**config.mk**
```make
export PLATFORM = sky130hd
export DESIGN_NAME = if_fetch_stage_flat
export DESIGN_NICKNAME = d
export VERILOG_FILES = /design/src/rtl/if_fetch_stage_if.sv /design/src/rtl/if_fetch_stage.sv /design/src/flat_wrapper.sv
export SDC_FILE = /design/constraint.sdc
export NUM_CORES = 1
export LEC_CHECK = 0
export CAP_MARGIN = 25
export CELL_PAD_IN_SITES_DETAIL_PLACEMENT = 0
export CELL_PAD_IN_SITES_GLOBAL_PLACEMENT = 1
export CORE_MARGIN = 2
export CORE_UTILIZATION = 25
export CTS_CLUSTER_DIAMETER = 200
export DETAILED_ROUTE_END_ITERATION = 10
export PLACE_DENSITY_LB_ADDON = 0.1
export SYNTH_ARGS = -nofsm -noshare
export SYNTH_HDL_FRONTEND = slang
export SYNTH_SLANG_ARGS = --single-unit
```
**constraint.sdc**
```tcl
create_clock -name clk -period 7.08 [get_ports clk]
set_clock_uncertainty 0.15 [all_clocks]
set_input_delay 1.062 -clock clk [delete_from_list [all_inputs] [get_ports clk]]
set_output_delay 1.062 -clock clk [all_outputs]
set_load 0.02 [all_outputs]
```
**src/rtl/if_fetch_stage_if.sv**
```systemverilog
// Fetch-stage bundle: instruction-memory request/response, execute redirect and
// the decode-side handshake. The fetch stage is the master; memory/decode the slave.
interface if_fetch_stage_if;
  logic        imem_req_valid;
  logic        imem_req_ready;
  logic [31:0] imem_req_addr;
  logic        imem_rsp_valid;
  logic [31:0] imem_rsp_data;
  logic        redirect_valid;
  logic [31:0] redirect_pc;
  logic        id_valid;
  logic        id_ready;
  logic [31:0] id_instr;
  logic [31:0] id_pc;
  logic [6:0]  id_opcode;

  modport master (
    output imem_req_valid, imem_req_addr,
    input  imem_req_ready, imem_rsp_valid, imem_rsp_data,
    input  redirect_valid, redirect_pc,
    output id_valid, id_instr, id_pc, id_opcode,
    input  id_ready
  );

  modport slave (
    input  imem_req_valid, imem_req_addr,
    output imem_req_ready, imem_rsp_valid, imem_rsp_data,
    output redirect_valid, redirect_pc,
    input  id_valid, id_instr, id_pc, id_opcode,
    output id_ready
  );
endinterface

```
**src/rtl/if_fetch_stage.sv**
```systemverilog
// RV32I instruction-fetch stage: PC, credit-limited imem requests, in-order
// instruction FIFO and redirect flush. FETCH_ALIGN_CHECK_EN enables misaligned-redirect halt.
module if_fetch_stage #(
  parameter logic [31:0] RESET_PC = 32'h0000_0000,
  parameter int          DEPTH    = 2
) (
  input  logic                  clk,
  input  logic                  rst_n,
  if_fetch_stage_if.master      bus,
  output logic                  fetch_fault
);
  localparam int PW = $clog2(DEPTH);
  localparam int CW = $clog2(DEPTH + 1);

  typedef enum logic {RUN, HALT} state_t;

  state_t        state_q, state_d;
  logic [31:0]   pc_q, pc_d;
  logic [31:0]   rsp_pc_q, rsp_pc_d;
  logic [CW-1:0] occ_q, occ_d;
  logic [CW-1:0] outst_q, outst_d;
  logic [CW-1:0] drop_q, drop_d;
  logic [PW-1:0] rd_q, rd_d, wr_q, wr_d;
  logic          fault_q, fault_d;

  logic [31:0]   instr_mem [DEPTH];
  logic [31:0]   pc_mem    [DEPTH];

  logic          accept, pop, push, rsp;
  logic          redir_bad;
  logic [31:0]   redir_tgt;
  logic [CW:0]   used, limit;
  logic [31:0]   head_instr;

  assign rsp    = bus.imem_rsp_valid;
  assign accept = bus.imem_req_valid && bus.imem_req_ready;
  assign pop    = (occ_q != '0) && bus.id_ready;
  assign push   = rsp && (drop_q == '0) && (state_q == RUN) && !bus.redirect_valid;

  // Credit counts buffered entries plus every in-flight request, including ones
  // that will be dropped, so a returning response always has a FIFO slot.
  assign used  = {1'b0, occ_q} + {1'b0, outst_q};
  assign limit = (CW+1)'(DEPTH) + (CW+1)'(pop);

  assign bus.imem_req_valid = rst_n && (state_q == RUN) && !bus.redirect_valid && (used < limit);
  assign bus.imem_req_addr  = pc_q & 32'hFFFF_FFFC;

  assign head_instr    = (occ_q != '0) ? instr_mem[rd_q] : 32'h0;
  assign bus.id_valid  = (occ_q != '0);
  assign bus.id_instr  = head_instr;
  assign bus.id_pc     = (occ_q != '0) ? pc_mem[rd_q] : 32'h0;
  assign bus.id_opcode = head_instr[6:0];

`ifdef FETCH_ALIGN_CHECK_EN
  assign redir_bad   = (bus.redirect_pc[1:0] != 2'b00);
  assign redir_tgt   = bus.redirect_pc;
  assign fetch_fault = fault_q;
`else
  assign redir_bad   = 1'b0;
  assign redir_tgt   = bus.redirect_pc & 32'hFFFF_FFFC;
  assign fetch_fault = 1'b0;
`endif

  always_comb begin
    state_d  = state_q;
    pc_d     = pc_q;
    rsp_pc_d = rsp_pc_q;
    occ_d    = occ_q;
    drop_d   = drop_q;
    rd_d     = rd_q;
    wr_d     = wr_q;
    fault_d  = fault_q;
    outst_d  = outst_q + CW'(accept) - CW'(rsp);

    // A redirect discards everything already fetched; a response landing in the
    // same cycle is counted as dropped, the rest are dropped as they return.
    if (bus.redirect_valid) begin
      occ_d    = '0;
      rd_d     = '0;
      wr_d     = '0;
      drop_d   = outst_q - CW'(rsp);
      pc_d     = redir_tgt;
      rsp_pc_d = redir_tgt;
      if (redir_bad) begin
        state_d = HALT;
        fault_d = 1'b1;
      end
    end else begin
      if (accept)
        pc_d = pc_q + 32'd4;
      if (rsp && (drop_q != '0))
        drop_d = drop_q - CW'(1);
      if (push) begin
        wr_d     = wr_q + PW'(1);
        rsp_pc_d = rsp_pc_q + 32'd4;
      end
      if (pop)
        rd_d = rd_q + PW'(1);
      occ_d = occ_q + CW'(push) - CW'(pop);
    end
  end

  always_ff @(posedge clk or negedge rst_n) begin
    if (!rst_n) begin
      state_q  <= RUN;
      pc_q     <= RESET_PC;
      rsp_pc_q <= RESET_PC;
      occ_q    <= '0;
      outst_q  <= '0;
      drop_q   <= '0;
      rd_q     <= '0;
      wr_q     <= '0;
      fault_q  <= 1'b0;
    end else begin
      state_q  <= state_d;
      pc_q     <= pc_d;
      rsp_pc_q <= rsp_pc_d;
      occ_q    <= occ_d;
      outst_q  <= outst_d;
      drop_q   <= drop_d;
      rd_q     <= rd_d;
      wr_q     <= wr_d;
      fault_q  <= fault_d;
    end
  end

  // Payload storage needs no reset: outputs are masked while the FIFO is empty.
  always_ff @(posedge clk) begin
    if (push) begin
      instr_mem[wr_q] <= bus.imem_rsp_data;
      pc_mem[wr_q]    <= rsp_pc_q;
    end
  end
endmodule

```
**src/flat_wrapper.sv**
```systemverilog
// flat-port wrapper written by rule: the top's interface ports become plain ports
module if_fetch_stage_flat 
#(
  parameter logic [31:0] RESET_PC = 32'h0000_0000,
  parameter int          DEPTH    = 2
)
  (clk, rst_n, fetch_fault, bus_imem_req_valid, bus_imem_req_addr, bus_imem_req_ready, bus_imem_rsp_valid, bus_imem_rsp_data, bus_redirect_valid, bus_redirect_pc, bus_id_valid, bus_id_instr, bus_id_pc, bus_id_opcode, bus_id_ready);
  if_fetch_stage_if bus_i ();
  input  logic clk;
  input  logic rst_n;
  output logic fetch_fault;
  output wire logic [$bits(bus_i.imem_req_valid)-1:0] bus_imem_req_valid;
  output wire logic [$bits(bus_i.imem_req_addr)-1:0] bus_imem_req_addr;
  input wire logic [$bits(bus_i.imem_req_ready)-1:0] bus_imem_req_ready;
  input wire logic [$bits(bus_i.imem_rsp_valid)-1:0] bus_imem_rsp_valid;
  input wire logic [$bits(bus_i.imem_rsp_data)-1:0] bus_imem_rsp_data;
  input wire logic [$bits(bus_i.redirect_valid)-1:0] bus_redirect_valid;
  input wire logic [$bits(bus_i.redirect_pc)-1:0] bus_redirect_pc;
  output wire logic [$bits(bus_i.id_valid)-1:0] bus_id_valid;
  output wire logic [$bits(bus_i.id_instr)-1:0] bus_id_instr;
  output wire logic [$bits(bus_i.id_pc)-1:0] bus_id_pc;
  output wire logic [$bits(bus_i.id_opcode)-1:0] bus_id_opcode;
  input wire logic [$bits(bus_i.id_ready)-1:0] bus_id_ready;
  assign bus_imem_req_valid = bus_i.imem_req_valid;
  assign bus_imem_req_addr = bus_i.imem_req_addr;
  assign bus_i.imem_req_ready = bus_imem_req_ready;
  assign bus_i.imem_rsp_valid = bus_imem_rsp_valid;
  assign bus_i.imem_rsp_data = bus_imem_rsp_data;
  assign bus_i.redirect_valid = bus_redirect_valid;
  assign bus_i.redirect_pc = bus_redirect_pc;
  assign bus_id_valid = bus_i.id_valid;
  assign bus_id_instr = bus_i.id_instr;
  assign bus_id_pc = bus_i.id_pc;
  assign bus_id_opcode = bus_i.id_opcode;
  assign bus_i.id_ready = bus_id_ready;
  if_fetch_stage #(.RESET_PC(RESET_PC), .DEPTH(DEPTH)) u_core (.clk(clk), .rst_n(rst_n), .bus(bus_i), .fetch_fault(fetch_fault));
endmodule
```
==> results of run 1 <==
[critical path: stages]
cell	delay, ns
clkdlybuf4s50_1	0.50
o21ai_0	0.25
o21ai_1	0.51
and2_1	0.22
clkdlybuf4s50_1	0.61
[cell type report]
| cell class | instances | share of cell area (%) |
|---|---|---|
| clock buffer | 23 | 4.28 |
| clock inverter | 9 | 0.661 |
| inverter | 25 | 0.827 |
| multi-input combinational | 429 | 25.9 |
| sequential | 192 | 47.8 |
| tap | 455 | 5.02 |
| timing repair buffer | 176 | 15.5 |
[cell usage in the layout (no fill, tap or decap), types with 5 or more instances in the layout]
master / instances
clkdlybuf4s50_1: 167
edfxtp_1: 124
nor2_1: 81
dfrtp_1: 67
mux2i_1: 64
nand2_1: 41
xnor2_1: 29
inv_1: 24
nand3_1: 20
mux2_2: 20
o21ai_0: 19
xor2_1: 18
clkbuf_16: 18
nor3_1: 17
nand4_1: 13
a21oi_1: 10
ha_1: 8
nor4_1: 7
buf_4: 7
and4_1: 6
and3_1: 6
o211ai_1: 6
o311ai_0: 5
conb_1: 5
clkinv_4: 5
[routing by layer]
metal	share of wire, %	routed length (um)
met5	0	0
met3	4.1	931
met4	1.3	301
met2	46	10400
met1	49	11100
[path summary, 6_finish.rpt]
kind,depth (start not counted),to,startpoint
max in group asynchronous,3,u_core.rd_q,rst_n
min in group asynchronous,2,u_core.pc_q[9],rst_n
setup / recovery,5,bus_imem_req_valid,bus_id_ready
hold reg to reg,0,u_core.pc_mem[1][26],u_core.rsp_pc_q[26]
hold / removal,0,u_core.pc_mem[1][26],u_core.rsp_pc_q[26]
setup reg to reg,8,u_core.pc_q[29],u_core.occ_q[0]
[synth_stat cells (3+ instances only)]
cell type  instances  area, um2
o31a_1             3       26.3
nand3_1           20        100
nor3_1            18       90.1
clkbuf_1          16       60.1
and4_1             6       52.6
buf_4             12       90.1
nand2b_1           3       18.8
o21ai_0           19       95.1
a21o_1             3       22.5
buf_2              6       30.0
nor2_1            82        308
o211ai_1           6       45.0
edfxtp_1         124       3720
and2_1             5       31.3
ha_1               8        100
dfrtp_1           68       1700
and3_1             6       37.5
xnor2_1           29        254
inv_1             24       90.1
buf_1              6       22.5
a21oi_1           10       50.1
nor4_1             7       43.8
nand2_1           41        154
xor2_1            18        158
o311ai_0           5       43.8
mux2i_1           64        641
mux2_2            20        225
nand4_1           13       81.3
or4_1              4       30.0
o21bai_1           3       22.5
[kinds of logic (layout without fill, tap and decap cells)]
logic type / Yosys count / in the layout / synth area share, %
flip-flops: 192 / 192 / 62.8
other: 1 / 5 / 0.0434
AND/OR/NAND/NOR: 219 / 219 / 12.5
XOR/XNOR: 47 / 47 / 4.77
AO/OA/AOI/OAI: 65 / 65 / 5.00
multiplexers: 84 / 84 / 10.0
adder cells (fa/ha/maj): 9 / 9 / 1.39
buffers and inverters: 65 / 233 / 3.43
[registers in the layout, indices dropped and copies added (netlist names)]
signal and count:
u_core.wr_q 1, u_core.rsp_pc_q 30, u_core.drop_q 2, u_core.instr_mem 64, u_core.outst_q 2, u_core.occ_q 2
u_core.pc_mem 60, u_core.rd_q 1, u_core.pc_q 30
[stage by stage]
stage	util (%)	cell area, um2
6_report	33.1	11300
5_1_grt	33.1	11300
4_1_cts	33.0	11300
3_5_place_dp	31.4	10800
3_3_place_gp	31.4	10800
2_1_floorplan	-	8650
[report_power, final]
group	internal, mW	switching [mW]
Combinational	0.639	0.827
Sequential	1.32	0.133
Clock	0.493	0.422
Total	2.45	1.38
==> results.tsv, run 1 <==
stage	metric	value	unit
outcome	outcome	finished, final reports clean	
synthesis	synth_flop_cell	edfxtp_1	
synthesis	yosys_register_bits	192	
finish	area_growth	31.5	%
sta	timing.final.crit_period	4.36	ns
clock_tree	clk_pin_slew_worst_paths	0.07	ns
sta	maxClockFrequency	0.229	GHz
sta	setup_slack	2.72	ns
floorplanning	ioPinCount	176	
floorplanning	die_h	190	um
sta	hold_ws	0.378	ns
synthesis	syn_inst	682	
place	placedCellCount	1276	
synthesis	synth-edff-count	124	
grt	grt_usage	12.9	%
flow_run	maxCapViolCount	0	
finish	finalNetCount	920	
grt	grt_pass1_vias	6150	
sta	hold_viol	0	
sta	relSlewSlack	37.1	%
clock_tree	cts.sinks	192	
sta	tightest_slew	0.943	ns
grt	grt_util_met2	20.1	%
worst_setup_path	arrival	3.15	ns
finish	regArea	5430	um2
grt	overflow	0	
pwr	p_leak	3.95	nW
sta	period_share	61.6	%
clock_tree	post_cts_buffers	0	
pwr	cellPowerDensity	338	nW/um2
pwr	p_total	3.83	mW
clock_tree	numCtsBuffers	17	
worst_setup_path	r2r_slack	4.04	ns
synthesis	syn_area	8630	um2
finish	final-instance-count-excl-fill	1309	
clock_tree	insertion_delay	0.43	ns
grt	grt_pass1_wl	35.2	mm
worst_setup_path	crit_path_max_fanout	7	
floorplanning	core-area	34300	um2
routing	postRouteAntennaNets	0	
grt	grt_util_met1	17.8	%
synthesis	ys_types	56	
routing	drt-total-wl	22.7	mm
worst_setup_path	cp_data_required_time	5.87	ns
routing	drt_iter0_markers	173	
clock_tree	cts_tree	yes	
floorplanning	dieWidth	190	um
place	pre_cts_ws	2.69	ns
synthesis	synthArstFlopShare	35.4	%
place	gp_congestion	0.820	
worst_setup_path	critPathKind	in2out	
routing	vias	5845	
floorplanning	design.die.area	36000	um2
worst_setup_path	cp-start-kind	input pin	
hold_path	hold_class	reg2reg	
sta	maxSlewViolCount	0	
routing	drt_pass1_iterations	4	
synthesis	synth_area_per_cell	12.7	um2
routing	drt-wirelength-per-cell	17.4	um
grt	antenna_found_initial	0	
grt	grt.busiest_layer	met2	
clock_tree	clk_path_buf_depth	2	
synthesis	seq_area_frac_synth	62.8	%
clock_tree	cts_repair_resize_count	0	
clock_tree	ctsHoldBuffers	0	
place	portBuffers	168	
sta	setup_viol	0	
routing	vias_per_cell	4.47	
sta	tns	0	ns
worst_setup_path	cp-end-kind	output pin	
finish	multiInputGateArea	2940	um2
clock_tree	cts-root-buf	clkbuf_16	
floorplanning	row_count	68	
clock_tree	cts_max_level	4	
floorplanning	start_util	25.2	%
finish	diodes	0	
finish	fillers	3436	
place	post-dp-hpwl	15.4	mm
pwr	peakVddDrop	0.183	mV
grt	met3_usage	3.08	%
sta	rsz0062_at_grt	false	
routing	route.detailed.drc	0	
finish	drive_gt1_share	8.78	%
synthesis	yosysWarnings	0	
grt	grt_max_degree	69	
Power figures use the tool's default switching activity.
==> run 2, diff against run 1 <==
- clock period: 7.08 -> 4.01 ns (I/O delays scaled with it)
==> run 2 against run 1 <==
Effect of this change:
- power increased by 80%
- hold slack got worse by 0.038 ns
- cell area increased by 0.83%
- critical path type is now reg2out
==> results.tsv, run 2 (synthesis results as in run 1) <==
stage	metric	value	unit	change
sta	maxSlewViolCount	0		unchanged
floorplanning	row_count	68		unchanged
worst_setup_path	cp_slowest_cell	clkdlybuf4s50_1		unchanged
floorplanning	core-area	34300	um2	unchanged
finish	area_growth	32.6	%	was 31.5%
worst_setup_path	cp_data_required_time	3.26	ns	was 5.87 ns
clock_tree	clk_pin_slew_worst_paths	0.08	ns	was 0.07 ns
pwr	peakVddDrop	0.323	mV	was 0.183 mV
worst_setup_path	rr_worst_depth	8		unchanged
worst_setup_path	crit_end	bus_imem_req_valid		unchanged
routing	wl_met1	11.4	mm	was 11.1 mm
finish	largest-register	u_core.instr_mem		unchanged
routing	drt-total-wl	22.9	mm	was 22.7 mm
sta	period_share	83.1	%	
clock_tree	insertion_delay	0.43	ns	about the same
routing	postRouteAntennaNets	0		unchanged
pwr	cellPowerDensity	603	nW/um2	was 338 nW/um2
grt	overflow	0		unchanged
finish	top_regs	u_core.instr_mem: 64 flops, u_core.pc_mem: 60 flops		unchanged
worst_setup_path	startpoint	u_core.occ_q[0]		was bus_id_ready
grt	grt_usage	12.9	%	about the same
hold_path	hold_class	in2async		was reg2reg
floorplanning	ioPinCount	176		unchanged
pwr	p_total	6.90	mW	was 3.83 mW
outcome	outcome	finished, final reports clean		unchanged
finish	largest_reg_flops	64		unchanged
worst_setup_path	r2r_slack	0.95	ns	was 4.04 ns
place	pre_cts_ws	0.723	ns	was 2.69 ns
clock_tree	cts_repair_resize_count	0		unchanged
sta	setup_slack	0.677	ns	was 2.72 ns
grt	antenna_found_initial	0		unchanged
finish	finalNetCount	924		was 920
grt	grt_pass1_vias	6086		was 6150
floorplanning	die_h	190	um	unchanged
worst_setup_path	arrival	2.58	ns	was 3.15 ns
flow_run	maxCapViolCount	0		unchanged
worst_setup_path	critPathKind	reg2out		was in2out
clock_tree	cts.sinks	192		unchanged
worst_setup_path	cp-start-kind	register		was input pin
sta	tightest_slew	0.929	ns	was 0.943 ns
sta	tns	0	ns	unchanged
pwr	p_leak	3.99	nW	was 3.95 nW
worst_setup_path	crit_path_max_fanout	7		unchanged
routing	wl_met2	10.3	mm	was 10.4 mm
sta	setup_viol	0		unchanged
grt	grt_pass1_wl	35.3	mm	was 35.2 mm
floorplanning	start_util	25.2	%	unchanged
clock_tree	post_cts_buffers	0		unchanged
sta	hold_viol	0		unchanged
finish	drive_gt1_share	9.09	%	was 8.78%
sta	relSlewSlack	38.1	%	was 37.1%
sta	maxClockFrequency	0.300	GHz	
sta	rsz0062_at_grt	false		unchanged
place	post-dp-hpwl	15.8	mm	was 15.4 mm
worst_setup_path	cp-end-kind	output pin		unchanged
floorplanning	design.die.area	36000	um2	unchanged
routing	route.met3.wl	827	um	was 931 um
routing	drt_pass1_iterations	5		was 4
finish	design_area	11400	um2	was 11300 um2
clock_tree	clk_path_buf_depth	2		unchanged
grt	grt_max_degree	69		unchanged
worst_setup_path	path_depth	6		was 5
clock_tree	numCtsBuffers	17		unchanged
finish	layout_commonest_cell	clkdlybuf4s50_1		unchanged
routing	vias_per_cell	4.41		was 4.47
floorplanning	dieWidth	190	um	unchanged
clock_tree	cts_tree	yes		unchanged
finish	diodes	0		unchanged
finish	fin_util	33.4	%	was 33.1%
routing	drt_iter0_markers	207		was 173
worst_setup_path	max_stage_delay	0.62	ns	was 0.61 ns
place	portBuffers	168		unchanged
place	gp_congestion	0.814		was 0.820
routing	drt-wirelength-per-cell	17.4	um	about the same
place	dpl_cell_area	10900	um2	was 10800 um2
worst_setup_path	r2r_end	u_core.pc_q[29]		unchanged
routing	vias	5787		was 5845
clock_tree	cts_max_level	4		unchanged
finish	fillers	3457		was 3436
clock_tree	ctsHoldBuffers	0		unchanged
clock_tree	cts-root-buf	clkbuf_16		unchanged
sta	timing.final.crit_period	3.33	ns	
finish	layout_common_cells	clkdlybuf4s50_1, edfxtp_1, nor2_1, dfrtp_1, mux2i_1		unchanged
worst_setup_path	crit-reg2reg-launch	u_core.occ_q[0]		unchanged
worst_setup_path	cp_top_family	buffers and inverters		unchanged
routing	route.detailed.drc	0		unchanged
routing	maxUsedRoutingLayer	met4		unchanged
worst_setup_path	worst-path-buf-inv	2		unchanged
worst_setup_path	path_cells	ha_1 -> fa_1 -> o21ai_1 -> buf_4 -> and2_1 -> clkdlybuf4s50_1		was clkdlybuf4s50_1 -> o21ai_0 -> o21ai_1 -> and2_1 -> clkdlybuf4s50_1
==> run 2: worst register-to-register path, delay by kind of cell, from the launching register on <==
kind / cells / cell delay, ns
AOI/OAI and AO/OA: 2 / 0.39
buffers and inverters: 1 / 0.40
adders and majority gates: 2 / 0.62
DFF: 1 / 0.45
and+or+nand+nor: 3 / 0.96
==> run 2: worst min-delay path by stage <==
stage | end | startpoint | depth (start not counted) | slack, ns
floorplan | u_core.drop_q[0] | rst_n | 0 | 0.16
global placement | u_core.pc_mem[0][26] | u_core.rsp_pc_q[26] | 0 | 0.35
detailed placement | u_core.pc_mem[1][26] | u_core.rsp_pc_q[26] | 0 | 0.36
CTS | u_core.pc_q[4] | rst_n | 2 | 0.36
global route | u_core.pc_q[4] | rst_n | 2 | 0.40
finish | u_core.pc_q[4] | rst_n | 2 | 0.34
==> run 2: stage by stage <==
stage | instances | hold slack (ns)
global route | 1313 | 0.401
global placement | 1281 | 0.351
finish | 1313 | 0.340
detailed placement | 1281 | 0.361
floorplan | 686 | 0.156
CTS | 1313 | 0.357
==> run 2: layout make-up <==
type                    count  area [um2]  share of cell area, %
clock buffers              23         493                   4.31
clock inverters             9        95.1                  0.831
inverters                  25        93.8                  0.820
multi-input cells         429        2950                   25.7
flip-flops and latches    192        5430                   47.4
well taps                 455         569                   4.97
repair buffers            180        1820                   15.9
==> run 2: power breakdown <==
part	total [mW]	switching (mW)	internal (mW)	leakage, nW
Combinational	2.65	1.47	1.18	1.76
Clock	1.69	0.749	0.944	0.292
Sequential	2.56	0.239	2.32	1.93
Total	6.90	2.45	4.45	3.99
==> run 2: layer usage <==
layer,vias to the layer above,track usage (%)
met5,-,0
met4,0,3.79
met3,14,2.93
met2,144,20.1
met1,2844,18.0
li1,2785,-
